$ cat src/rtl/line_clear_engine_pkg.sv
// Shared board geometry, row type and sequencer state encoding for the line-clear engine.
package line_clear_engine_pkg;

  localparam int BOARD_W = 10;
  localparam int BOARD_H = 20;
  localparam int ROW_AW  = $clog2(BOARD_H);
  localparam int CNT_W   = $clog2(BOARD_H + 1);

  typedef logic [BOARD_W-1:0] row_t;

  localparam row_t ROW_FULL = '1;

  typedef enum logic [2:0] {
    S_IDLE,
    S_READ,
    S_EVAL,
    S_FILL,
    S_DONE
  } lce_state_t;

  function automatic logic row_is_full(input row_t row);
    return (row == ROW_FULL);
  endfunction

endpackage

$ cat src/rtl/line_clear_engine_if.sv
// Board memory port: one row per word, synchronous read with one cycle of latency.
interface line_clear_engine_if;
  import line_clear_engine_pkg::*;

  logic              mem_rd_en;
  logic [ROW_AW-1:0] mem_rd_addr;
  row_t              mem_rd_data;
  logic              mem_wr_en;
  logic [ROW_AW-1:0] mem_wr_addr;
  row_t              mem_wr_data;

  modport master (
    output mem_rd_en,
    output mem_rd_addr,
    input  mem_rd_data,
    output mem_wr_en,
    output mem_wr_addr,
    output mem_wr_data
  );

  modport slave (
    input  mem_rd_en,
    input  mem_rd_addr,
    output mem_rd_data,
    input  mem_wr_en,
    input  mem_wr_addr,
    input  mem_wr_data
  );

endinterface

$ cat src/rtl/line_clear_engine.sv
// Scans the board bottom-up, drops full rows, compacts the rest downward and
// zero-fills the vacated top rows, reporting the number of lines removed.
module line_clear_engine
  import line_clear_engine_pkg::*;
(
  input  logic                clk,
  input  logic                reset,
  input  logic                start,
  output logic                busy,
  output logic                done,
  output logic [CNT_W-1:0]    lines_cleared,
  line_clear_engine_if.master mem
);

  lce_state_t        r_state;
  lce_state_t        w_state_nxt;
  logic [ROW_AW-1:0] r_rd_ptr;
  logic [ROW_AW-1:0] r_wr_ptr;
  logic [CNT_W-1:0]  r_count;
  logic [CNT_W-1:0]  r_lines_cleared;

  logic              w_row_full;
  logic [CNT_W-1:0]  w_count_eval;
  logic              w_move_row;

  assign w_row_full   = row_is_full(mem.mem_rd_data);
  assign w_count_eval = r_count + CNT_W'(w_row_full);
  // A surviving row is only rewritten once something below it has been removed.
  assign w_move_row   = !w_row_full && (r_wr_ptr != r_rd_ptr);

  always_ff @(posedge clk) begin
    if (reset) begin
      r_state <= S_IDLE;
    end else begin
      r_state <= w_state_nxt;
    end
  end

  always_comb begin
    w_state_nxt = r_state;
    case (r_state)
      S_IDLE: if (start) w_state_nxt = S_READ;
      S_READ: w_state_nxt = S_EVAL;
      S_EVAL: begin
        if (r_rd_ptr != '0)          w_state_nxt = S_READ;
        else if (w_count_eval != '0) w_state_nxt = S_FILL;
        else                         w_state_nxt = S_DONE;
      end
      S_FILL: if (r_wr_ptr == '0) w_state_nxt = S_DONE;
      S_DONE: w_state_nxt = S_IDLE;
      default: w_state_nxt = S_IDLE;
    endcase
  end

  always_ff @(posedge clk) begin
    if (reset) begin
      r_rd_ptr        <= '0;
      r_wr_ptr        <= '0;
      r_count         <= '0;
      r_lines_cleared <= '0;
    end else begin
      case (r_state)
        S_IDLE: begin
          if (start) begin
            r_rd_ptr <= ROW_AW'(BOARD_H - 1);
            r_wr_ptr <= ROW_AW'(BOARD_H - 1);
            r_count  <= '0;
          end
        end
        S_EVAL: begin
          r_count <= w_count_eval;
          if (!w_row_full && (r_wr_ptr != '0)) r_wr_ptr <= r_wr_ptr - 1'b1;
          if (r_rd_ptr != '0)                  r_rd_ptr <= r_rd_ptr - 1'b1;
        end
        S_FILL: begin
          if (r_wr_ptr != '0) r_wr_ptr <= r_wr_ptr - 1'b1;
        end
        S_DONE: r_lines_cleared <= r_count;
        default: ;
      endcase
    end
  end

  always_comb begin
    busy            = (r_state != S_IDLE);
    done            = 1'b0;
    mem.mem_rd_en   = 1'b0;
    mem.mem_rd_addr = '0;
    mem.mem_wr_en   = 1'b0;
    mem.mem_wr_addr = '0;
    mem.mem_wr_data = '0;
    case (r_state)
      S_READ: begin
        mem.mem_rd_en   = 1'b1;
        mem.mem_rd_addr = r_rd_ptr;
      end
      S_EVAL: begin
        if (w_move_row) begin
          mem.mem_wr_en   = 1'b1;
          mem.mem_wr_addr = r_wr_ptr;
          mem.mem_wr_data = mem.mem_rd_data;
        end
      end
      S_FILL: begin
        mem.mem_wr_en   = 1'b1;
        mem.mem_wr_addr = r_wr_ptr;
      end
      S_DONE: done = 1'b1;
      default: ;
    endcase
  end

  assign lines_cleared = r_lines_cleared;

endmodule
$ cat src/flat_wrapper.sv
// flat-port wrapper written by rule: the top's interface ports become plain ports
module line_clear_engine_flat import line_clear_engine_pkg::*;
  (clk, reset, start, busy, done, lines_cleared, mem_mem_rd_en, mem_mem_rd_addr, mem_mem_rd_data, mem_mem_wr_en, mem_mem_wr_addr, mem_mem_wr_data);
  line_clear_engine_if mem_i ();
  input  logic clk;
  input  logic reset;
  input  logic start;
  output logic busy;
  output logic done;
  output logic [CNT_W-1:0] lines_cleared;
  output wire logic [$bits(mem_i.mem_rd_en)-1:0] mem_mem_rd_en;
  output wire logic [$bits(mem_i.mem_rd_addr)-1:0] mem_mem_rd_addr;
  input wire logic [$bits(mem_i.mem_rd_data)-1:0] mem_mem_rd_data;
  output wire logic [$bits(mem_i.mem_wr_en)-1:0] mem_mem_wr_en;
  output wire logic [$bits(mem_i.mem_wr_addr)-1:0] mem_mem_wr_addr;
  output wire logic [$bits(mem_i.mem_wr_data)-1:0] mem_mem_wr_data;
  assign mem_mem_rd_en = mem_i.mem_rd_en;
  assign mem_mem_rd_addr = mem_i.mem_rd_addr;
  assign mem_i.mem_rd_data = mem_mem_rd_data;
  assign mem_mem_wr_en = mem_i.mem_wr_en;
  assign mem_mem_wr_addr = mem_i.mem_wr_addr;
  assign mem_mem_wr_data = mem_i.mem_wr_data;
  line_clear_engine u_core (.clk(clk), .reset(reset), .start(start), .busy(busy), .done(done), .lines_cleared(lines_cleared), .mem(mem_i));
endmodule
$ cat config.mk
export PLATFORM = sky130hd
export DESIGN_NAME = line_clear_engine_flat
export DESIGN_NICKNAME = d
export VERILOG_FILES = /design/src/rtl/line_clear_engine_pkg.sv /design/src/rtl/line_clear_engine_if.sv /design/src/rtl/line_clear_engine.sv /design/src/flat_wrapper.sv
export SDC_FILE = /design/constraint.sdc
export NUM_CORES = 1
export LEC_CHECK = 0
export ABC_AREA = 1
export BUFFER_PORTS_ARGS = -buffer_cell sky130_fd_sc_hd__buf_2
export CAP_MARGIN = 40
export CORE_AREA = 2 2 56 58
export CTS_CLUSTER_SIZE = 16
export DETAILED_ROUTE_END_ITERATION = 8
export DIE_AREA = 0 0 58 60
export HOLD_SLACK_MARGIN = 0.08
export PLACE_DENSITY = 0.91
export SLEW_MARGIN = 10
export SYNTH_ARGS = -nofsm -noshare
export SYNTH_HDL_FRONTEND = slang
export SYNTH_SLANG_ARGS = --single-unit
$ cat constraint.sdc
create_clock -name clk -period 2.9 [get_ports clk]
set_input_delay 0.29 -clock clk [delete_from_list [all_inputs] [get_ports clk]]
set_output_delay 0.29 -clock clk [all_outputs]
set_load 0.02 [all_outputs]
== Word-level counts from Yosys, hierarchy flattened ==
Cells that the tools add are included.
Storage, ports and cells
  register bits after elaboration: 23
  input port bits: 13
  output and inout bits: 29
Operators by class
  add/subtract/negate cells: 3
  equal/unequal tests: 11
  mux-type cells: 22
  reduce and logical (&&, ||, !) cells: 15
Operators with widths (number)
  2-to-1 mux 5 bit: 7
  one-hot mux 5 bit (2 select lines): 3
  2-to-1 mux 10 bit: 2
  one-hot mux 5 bit (3 select lines): 1
  nonzero test 5 bit: 3
  2-to-1 mux 3 bit: 4
  one-hot mux 3 bit (4 select lines): 1
  == test 10 bit (second input constant): 1
  subtractor 5 x 1 -> 5 bit (second input constant): 2
  != test 2 x 1 -> 1 bit (second input constant): 4
  == test 3 x 2 -> 1 bit (second input constant): 2
  nonzero test 3 bit: 2
  adder 5 x 1 -> 5 bit: 1
  zero test 5 bit: 1
  != test 5 bit: 1
  AND reduction 2 bit: 2
  AND reduction 4 bit: 1
  == test 3 x 1 -> 1 bit (second input constant): 1
  == test 3 bit (second input constant): 1
  zero test 3 bit: 1
  2-to-1 mux 1 bit: 3
  AND reduction 3 bit: 1
  logical AND 1 bit: 2
  != test 2 bit (second input constant): 1
  other kinds (3): 3

== Longest topological paths before layout ==
  depth after elaboration: 6
  depth in mapped cells: 14
  depth with buffers taken out: 14

== Worst setup path before layout ==
OpenSTA, ideal clock, no wires.
  kind: register to output
  start: reg u_core.r_state[0]
  end: out mem_mem_rd_addr[0]
  arrival: 1.470 ns
  required time: 2.610 ns
  setup slack: 1.140 ns
  stages on the path, launching flop included: 5
  buffers on the path: 0
  cell sequence: dfxtp_1 -> inv_2 -> nor3_1 -> inv_1 -> nor2_1
On the way
  cells in the longest elaborated chain, start to end: 2
RTL lines
  from (decl): RTL line line_clear_engine.sv:15  | lce_state_t r_state;
  from (signal assigned): RTL line line_clear_engine.sv:35  | r_state <= w_state_nxt;
  == test 3 x 1 -> 1 bit: RTL line line_clear_engine.sv:92  | case (r_state)
  2-to-1 mux 5 bit: RTL line line_clear_engine.sv:92
  to (decl): RTL line flat_wrapper.sv:12  | output wire logic [$bits(mem_i.mem_rd_addr)-1:0] mem_mem_rd_addr;
No other way between the ends.

== Worst setup path after layout ==
  start: reg u_core.r_rd_ptr[2]
  end: out mem_mem_wr_addr[2]
On the way
  cells in the longest elaborated chain, start to end: 4
RTL lines
  from (decl): RTL line line_clear_engine.sv:17  | logic [ROW_AW-1:0] r_rd_ptr;
  from (signal assigned): RTL line line_clear_engine.sv:65  | r_rd_ptr <= ROW_AW'(BOARD_H - 1);
  from (signal assigned): RTL line line_clear_engine.sv:73  | if (r_rd_ptr != '0) r_rd_ptr <= r_rd_ptr - 1'b1;
  != test 5 bit: RTL line line_clear_engine.sv:29  | assign w_move_row = !w_row_full && (r_wr_ptr != r_rd_ptr);
  logical AND 1 bit: RTL line line_clear_engine.sv:29
  2-to-1 mux 5 bit: RTL line line_clear_engine.sv:98  | if (w_move_row) begin
  one-hot mux 5 bit (2 select lines): RTL line line_clear_engine.sv:92
  to (decl): RTL line flat_wrapper.sv:15  | output wire logic [$bits(mem_i.mem_wr_addr)-1:0] mem_mem_wr_addr;
No other way between the ends.

==> results.yml <==
outcome:
  status: "complete, no violations"
worst_setup_path:
  cp.arrival_ns: 1.76
  rr_worst_depth: 9
  crit_path_end_kind: "output port"
  worstSetupPathType: "flip-flop to output port"
  cp_max_fo: 16
  crit_path_start_kind: "flip-flop"
  required_ns: 2.61
synthesis:
  synth-edff-count: 0
  yosysTopAreaCellShare: 0.294
  yosysMostFrequentCell: "nand2_1"
  syn_nets: 265
  ys_seq_area_frac: 0.294
  yosysTopAreaCell: "dfxtp_1"
  synth_seq_cells: 23
  synthesis.area_mm2: 0.00157
  synth_top_cells_by_count: "nand2_1 (58), inv_1 (39), a21oi_1 (24)"
  syn_avg_cell_area_um2: 6.37
  ys_types: 27
  synthArstFlopShare: 0
  synth_top_flop_cell: "dfxtp_1"
  synth_cells: 246
  synth_area_leaders: "dfxtp_1 (29%), nand2_1 (14%), inv_1 (9.3%), a21oi_1 (7.7%), nand3_1 (5.8%)"
  yosysWarningCount: 0
sta:
  tightest_slew_ns: 0.417
  setup_tns_ns: 0
  finalCritPeriodShare: 0.708
  skew_ns: 0.00435
  hold_viol_final: 0
  max_freq_mhz: 487
  maxSlewViolCount: 0
  rsz0062_at_grt: "false"
  fin_ws_ns: 0.847
  setup_viol: 0
  fin_crit_ns: 2.05
  max_slew_margin: 0.720
detailed_routing:
  drtIter0Drc: 62
  drt_wl_total_um: 3830
  num_vias: 1685
  viasPerCell: 5.25
  ant_nets: 0
  first_pass_iters: 4
  drc: 0
  drt-wirelength-per-cell_um: 11.9
place:
  io_buffers: 41
  hpwl_um: 2960
  globalplace.congestion: 0.838
  place_ws_ns: 0.951
die:
  rows: 20
  die_x_um: 58
  start_util: 0.540
  fp.dieH_um: 60
  core_mm2: 0.00290
  dieArea_mm2: 0.00348
  pin_count: 42
cts:
  post-cts-setup-buffer-count: 0
  cts_resized: 0
  cts_buffer_depth: 2
  cts_tree: "built"
  clkLatencyLatePin_ns: 0.32
  numCtsBuffers: 3
  cts.sinks: 23
  root_buffer: "clkbuf_4"
  cts.clk_slew.worst_paths_ns: 0.14
  htreeDepth: 1
  cts-hold-fix-buffers: 0
global_routing:
  busiest_layer: "met2"
  grt_util_met2: 0.456
  antenna_found_initial: 0
  overflow: 0
  grt_use_total: 0.239
  use_met3: 0.0325
  grt_pass1_vias: 1555
  grt_pass1_wl_um: 6570
  grt_start_max_net_pins: 17
  grtUsageMet1: 0.284
finish:
  nets: 308
  layout-drive-gt1-share: 0.250
  n_antenna_cell: 0
  area_delta_synth_final_pct: 16.2
  fin_util: 0.627
  fillCellCount: 286
hold_path:
  hold_class: "input pin to flip-flop"
  worstHoldPathCells: 2
power_and_ir_drop:
  vdd_drop_max_uv: 450
  power_leakage_nw: 0.964
  powerDensity_mw_per_mm2: 548
  power_mw: 0.998
run:
  drv_cap: 0
-- layout make-up --
cell class	count	area [um2]	share of cell area
clock inverters	1	7.51	0.00412
repair buffers	43	220	0.121
inverters	42	158	0.0866
flip-flops and latches	23	460	0.253
multi-input cells	176	911	0.500
well taps	33	41.3	0.0227
clock buffers	3	22.5	0.0124
-- metal layers --
metal | up-vias | part of all wire | wire, um
li1 | 860 | - | -
met1 | 774 | 0.42 | 1610
met2 | 47 | 0.53 | 2020
met3 | 4 | 0.047 | 179
met4 | 0 | 0.0057 | 22
met5 | - | 0 | 0
-- report_power, final --
group / total, mW / switching, mW / internal, mW
clock network: 0.160 / 0.107 / 0.0527
registers: 0.383 / 0.0343 / 0.349
logic: 0.455 / 0.308 / 0.147
total: 0.998 / 0.449 / 0.548
-- worst paths after layout --
check | start | endpoint | slack (ns)
worst max-delay path | u_core.r_rd_ptr[2] | mem_mem_wr_addr[2] | 0.85
worst min-delay path | reset | u_core.r_rd_ptr[2] | 0.28
worst max register to register | u_core.r_state[2] | u_core.r_wr_ptr[1] | 1.23
worst min register to register | u_core.r_count[0] | u_core.lines_cleared[0] | 0.49
-- per-stage QoR --
| stage | area [um2] | cells | hold slack, ns |
|---|---|---|---|
| CTS | 1820 | 321 | 0.277 |
| global route | 1820 | 321 | 0.287 |
| finish | 1820 | 321 | 0.281 |
| global placement | 1790 | 317 | 0.465 |
| detailed placement | 1790 | 317 | 0.471 |
| floorplan | 1570 | 246 | 0.359 |
-- state kept, by name (all words and copies together) (netlist names) --
| register | count |
|---|---|
| u_core.lines_cleared | 5 |
| u_core.r_count | 5 |
| u_core.r_rd_ptr | 5 |
| u_core.r_wr_ptr | 5 |
| u_core.r_state | 3 |
-- cell usage in the layout, fill, tap and decap left out, types with 2 or more instances in the layout --
cell type  Yosys  layout
a21oi_1       24      24
buf_2          1      41
buf_4          0       2
clkbuf_4       0       3
dfxtp_1       23      23
ha_1           6       6
inv_1         39      39
inv_2          3       3
nand2_1       58      58
nand2_2        5       5
nand2_4        2       2
nand3_1       18      18
nand4_1        6       6
nor2_1        23      23
nor2_2        10      10
nor3_1         5       5
o21ai_0        8       8
xor2_1         3       3
-- worst max-delay path, cell delays in order, from the launching register on --
cell and delay [ns]:
dfxtp_1 0.47, inv_1 0.08, nand2_1 0.06, nand2_1 0.05
nor2_1 0.12, nand3_1 0.15, nand3_4 0.22, a21oi_1 0.10
buf_2 0.17
-- cell families (layout without fill, tap and decap cells) --
logic type,after synthesis,count (layout),synth area share
flip-flops,23,23,0.294
buffers and inverters,47,89,0.125
AO/OA/AOI/OAI,34,34,0.113
adder cells (fa/ha/maj),6,6,0.0479
AND/OR/NAND/NOR,132,132,0.399
XOR/XNOR,4,4,0.0224
Note: power is estimated with default switching activity, not from simulation.
